**src/rtl/mask_deserializer_pkg.sv**
```systemverilog
// =============================================================================
// Package : mask_pkg
// Purpose : Shared types and chunk-count lookup for the mask deserializer.
// Rev     : 1.0  initial release
// =============================================================================
`default_nettype none

package mask_pkg;

   localparam int STEP_SEL0 = 16;   // 320 / 20
   localparam int STEP_SEL1 = 32;   // 640 / 20
   localparam int STEP_SEL2 = 54;   // 1080 / 20
   localparam int COUNT_W   = $clog2(STEP_SEL2);

   typedef enum logic [1:0] {
      RES_320  = 2'b00,
      RES_640  = 2'b01,
      RES_1080 = 2'b10
   } res_t;

   typedef enum logic {
      IDLE = 1'b0,
      FILL = 1'b1
   } deser_state_t;

   function automatic logic [COUNT_W-1:0] steps_for(input res_t res);
      case (res)
         RES_320:  steps_for = COUNT_W'(STEP_SEL0);
         RES_640:  steps_for = COUNT_W'(STEP_SEL1);
         default:  steps_for = COUNT_W'(STEP_SEL2);
      endcase
   endfunction

endpackage

`default_nettype wire

```
**src/rtl/mask_deserializer.sv**
```systemverilog
// =============================================================================
// Module  : mask_deserializer
// Purpose : Reassembles serial mask chunks into one wide, double-buffered mask.
// Rev     : 1.0  initial release
// =============================================================================
`default_nettype none

module mask_deserializer
   import mask_pkg::*;
#(
   parameter int IP_CHANNEL_WIDTH = 1080,
   parameter int OP_CHANNEL_WIDTH = 20
) (
   input  logic                        clk,
   input  logic                        rst_n,
   input  logic                        clk_en,
   input  logic                        start,
   input  logic [1:0]                  imageResolution,
   input  logic [OP_CHANNEL_WIDTH-1:0] DIN,
   input  logic                        din_valid,
   output logic [IP_CHANNEL_WIDTH-1:0] DOUT,
   output logic                        mask_valid,
   output logic                        busy,
   output logic                        err
);

   deser_state_t                state;
   res_t                        res_q;
   logic [COUNT_W-1:0]          count;
   logic [IP_CHANNEL_WIDTH-1:0] acc;
   logic [IP_CHANNEL_WIDTH-1:0] merged;
   logic                        last_chunk;
   logic                        start_legal;

   assign start_legal = (imageResolution != 2'b11);
   assign last_chunk  = (count == steps_for(res_q) - COUNT_W'(1));
   assign busy        = (state == FILL);

   // The completing chunk must reach DOUT in the same cycle it is sampled,
   // so the write is formed combinationally and shared by acc and DOUT.
   always_comb begin
      merged = acc;
      merged[int'(count) * OP_CHANNEL_WIDTH +: OP_CHANNEL_WIDTH] = DIN;
   end

   always_ff @(posedge clk or negedge rst_n) begin
      if (!rst_n) begin
         state      <= IDLE;
         res_q      <= RES_320;
         count      <= '0;
         acc        <= '0;
         DOUT       <= '0;
         mask_valid <= 1'b0;
         err        <= 1'b0;
      end else if (clk_en) begin
         mask_valid <= 1'b0;
         // start outranks din_valid in either state; an illegal start also
         // abandons any fill in progress.
         if (start) begin
            count <= '0;
            acc   <= '0;
            if (start_legal) begin
               state <= FILL;
               res_q <= res_t'(imageResolution);
            end else begin
               state <= IDLE;
               err   <= 1'b1;
            end
         end else if (din_valid) begin
            if (state == FILL) begin
               acc <= merged;
               if (last_chunk) begin
                  DOUT       <= merged;
                  mask_valid <= 1'b1;
                  state      <= IDLE;
                  count      <= '0;
               end else begin
                  count <= count + COUNT_W'(1);
               end
            end else begin
               err <= 1'b1;
            end
         end
      end
   end

endmodule

`default_nettype wire

```
**config.mk**
```make
export PLATFORM = sky130hd
export DESIGN_NAME = mask_deserializer
export DESIGN_NICKNAME = d
export VERILOG_FILES = /design/src/rtl/mask_deserializer_pkg.sv /design/src/rtl/mask_deserializer.sv
export SDC_FILE = /design/constraint.sdc
export NUM_CORES = 2
export LEC_CHECK = 0
export CAP_MARGIN = 5
export CORE_MARGIN = 2
export CORE_UTILIZATION = 51
export DETAILED_ROUTE_END_ITERATION = 10
export MAX_ROUTING_LAYER = met4
export PLACE_DENSITY = 0.77
export SYNTH_ARGS = -nofsm -noshare
export SYNTH_HDL_FRONTEND = slang
export SYNTH_SLANG_ARGS = --single-unit
```
**constraint.sdc**
```tcl
create_clock -name clk -period 5 [get_ports clk]
set_input_delay 1 -clock clk [delete_from_list [all_inputs] [get_ports clk]]
set_output_delay 1 -clock clk [all_outputs]
set_load 0.05 [all_outputs]
```
==> impl_metrics.csv <==
group,metric,value,unit
outcome,status,"completed",
run,max-cap-violations,0,
global_route,grt_pass1_vias,81320,
timing,slew_headroom,8.080,%
synthesis,syn-cell-area,0.09422,mm2
die,ioPinCount,1110,
detailed_routing,first_iter_violations,11150,
timing,setup_viol,0,
synthesis,ys_async_sr_fraction,100.0,%
timing,maxSlewViolCount,0,
detailed_routing,drt-total-wl,412200,um
timing,hold_viol,0,
global_route,grt_pass1_wl,580500,um
synthesis,yosysTopAreaCellShare,57.66,%
final_layout,drive_gt1_share,11.63,%
global_route,overflow,0,
place,port_buffers,1109,
setup_path,end_kind,"flop",
clocking,numCtsBuffers,218,
synthesis,synth_top_cell_by_area,"dfrtp_1",
place,post_dp_cell_area,0.1124,mm2
clocking,cts_hold_buf,0,
detailed_routing,wl_per_cell,32.04,um
die,die_y,433.8,um
synthesis,syn_inst,8768,
clocking,cts_max_level,4,
synthesis,postSynthAreaPerCell,10.75,um2
power_and_ir_drop,power_density,338.8,mW/mm2
timing,skew,0.04423,ns
global_route,grt_use_total,44.03,%
die,fp.dieW,433.8,um
synthesis,ys_ff_latch,2171,
timing,holdWs,0.05447,ns
setup_path,critical-path-max-stage-delay,0.90,ns
clocking,clk_latency,0.90,ns
timing,finalWorstPathRequiredPeriod,4.909,ns
detailed_routing,dr.pass1.iters,7,
clocking,cts_sinks,2171,
timing,worstMarginPinSlew,1.371,ns
timing,rsz0062_at_grt,"false",
synthesis,synth_fp_nets,8807,
timing,fin_crit_sh,98.18,%
setup_path,path_max_fanout,20,
final_layout,finish.utilization,65.72,%
setup_path,cp-start-kind,"flop",
die,core,0.1833,mm2
clocking,clk_pin_slew_worst_paths,0.06,ns
synthesis,yosys-top-cells-area,"dfrtp_1 (58%), mux2i_1 (6.0%), o21ai_0 (5.6%)",
hold_path,hp-class,"primary input to asynchronous set/reset pin",
clocking,cts_tree,"yes",
place,dp_cells,12410,
die,die_area,0.1882,mm2
global_route,antenna_found_initial,46,
setup_path,rrSetupSlack,0.09,ns
final_layout,areaGrowthSynthToFinish,27.83,%
synthesis,yosysMostFrequentCell,"dfrtp_1",
final_layout,fin_nets,10220,
die,start_util,51.41,%
place,dp_hpwl,300300,um
detailed_routing,viasPerCell,6.567,
setup_path,worst_ep_arrival_time,5.71,ns
setup_path,required,5.81,ns
detailed_routing,drc_errors,0,
global_route,grt_max_degree,263,
final_layout,fin_area,0.1204,mm2
setup_path,path_cells,"ha_1 -> ha_1 -> fa_1 -> xor2_1 -> buf_4 -> a2111oi_4 -> a21boi_2 -> nor3_1 -> nor2_1 -> a21oi_4 -> buf_4 -> nand2_1 -> o21ai_0",
power_and_ir_drop,irDropWorstVdd,0.0003946,V
setup_path,startpoint,"count[1]",
synthesis,synth_edf_count,0,
timing,fmax,203.7,MHz
clocking,cts_buffer_depth,3,
clocking,root_buffer,"clkbuf_16",
setup_path,r2r_start,"count[1]",
synthesis,synth_commonest_cells,"dfrtp_1 (2171), nand2_1 (1305), o21ai_0 (1054)",
synthesis,ys_seq_area_share,57.66,%
synthesis,ys_warn_count,0,
synthesis,yosys_most_used_dff,"dfrtp_1",
place,place.gp.congestion,1.040,
power_and_ir_drop,power.leakage,0.05117,uW
setup_path,cpMaxStageDelayCell,"a21oi_4",
setup_path,worstSetupPathType,"flop to flop",
timing,tns,0,ns
final_layout,fin_cells,12860,
detailed_routing,ant_nets,0,
detailed_routing,route.vias.total,84480,
die,fp-row-count,157,
synthesis,synth.distinct_cells,84,
cell families (layout without fill, tap and decap cells):
family / count (synthesis) / after routing / share of synthesized area, %
compound gates: 2875 / 2878 / 22.24
flops: 2171 / 2171 / 57.66
fa+ha+maj: 12 / 12 / 0.1673
simple gates: 2568 / 2568 / 11.40
other cells: 0 / 33 / 0
mux: 578 / 578 / 6.154
xor+xnor: 11 / 11 / 0.1421
buf+inv: 553 / 2148 / 2.243
power breakdown:
part / total [uW] / internal [uW] / switching (uW)
Clock: 17100 / 9780 / 7330
Combinational: 6120 / 1310 / 4810
Sequential: 17600 / 17600 / 5.11
Total: 40800 / 28700 / 12100
registers in the layout, summed over array words and instances (netlist names):
name	flops
DOUT	1080
acc	1080
busy	1
count	6
err	1
mask_valid	1
res_q	2
layer usage:
metal / up-vias / routed length, um / global-route usage [%]
li1: 35440 / - / -
met1: 42350 / 153600 / 54.90
met2: 5339 / 176800 / 62.19
met3: 1339 / 46240 / 12.09
met4: 0 / 35560 / 30.68
met5: - / 0 / -
placed cells by master (no fill, tap or decap), types with 33 or more instances in the layout:
master	netlist	final
dfrtp_1	2171	2170
nand2_1	1305	1298
clkdlybuf4s50_1	0	1107
o21ai_0	1054	1010
nor2_1	724	684
mux2i_1	568	563
buf_4	0	532
a22o_1	451	451
o2bb2ai_1	363	363
a221o_1	315	315
clkbuf_16	0	221
a32o_1	191	188
nor3_1	194	179
a21oi_1	132	121
nand3_1	110	101
a22oi_1	100	99
and3_1	76	75
buf_12	0	75
o22ai_1	72	62
clkbuf_1	485	61
nor2_2	30	59
o21ai_1	12	55
clkbuf_8	0	51
a21o_1	49	48
clkinv_2	0	41
diode_2	0	33
metrics by stage:
| step | power, uW | setup WS, ns |
|---|---|---|
| after global placement | 23500 | -0.4542 |
| after floorplan | 20010 | -0.003510 |
| after detailed placement | 23520 | -0.3794 |
| final | 40810 | 0.09086 |
| after global routing | 41550 | 0.03744 |
| after CTS | 40380 | -0.002800 |
final cells by class:
| cell class | instances | area [um2] |
|---|---|---|
| Tap cell | 2464 | 3083 |
| Clock inverter | 75 | 1016 |
| Antenna cell | 33 | 82.58 |
| Clock buffer | 332 | 6436 |
| Inverter | 17 | 63.81 |
| Multi-Input combinational cell | 6047 | 38710 |
| Timing Repair Buffer | 1724 | 16720 |
| Sequential cell | 2171 | 54330 |
| Fill cell | 14210 | 62830 |
worst max-delay path: cells and delay by family, from the launching register on:
| family | cells | cell delay (ns) |
|---|---|---|
| AO/OA/AOI/OAI | 4 | 1.42 |
| buffers and inverters | 2 | 0.60 |
| adder cells (fa/ha/maj) | 3 | 1.02 |
| AND/OR/NAND/NOR | 3 | 1.06 |
| flip-flops | 1 | 0.40 |
| XOR/XNOR | 1 | 0.30 |
repair_timing:
action	CTS	global route
pin swaps	0	6
gates cloned	0	4
hold endpoints to repair	0	0
setup endpoints to repair	108	1112
gates resized for setup	8	125
setup buffers	0	10
final timing paths:
path / end / cells after the start
worst min register to register: DOUT[327] / 2
max in group asynchronous: DOUT[463] / 2
worst min-delay path: DOUT[85] / 1
worst max register to register: acc[927] / 13
worst max-delay path: acc[927] / 13
min in group clk: DOUT[327] / 2
(Power assumes the default switching activity.)
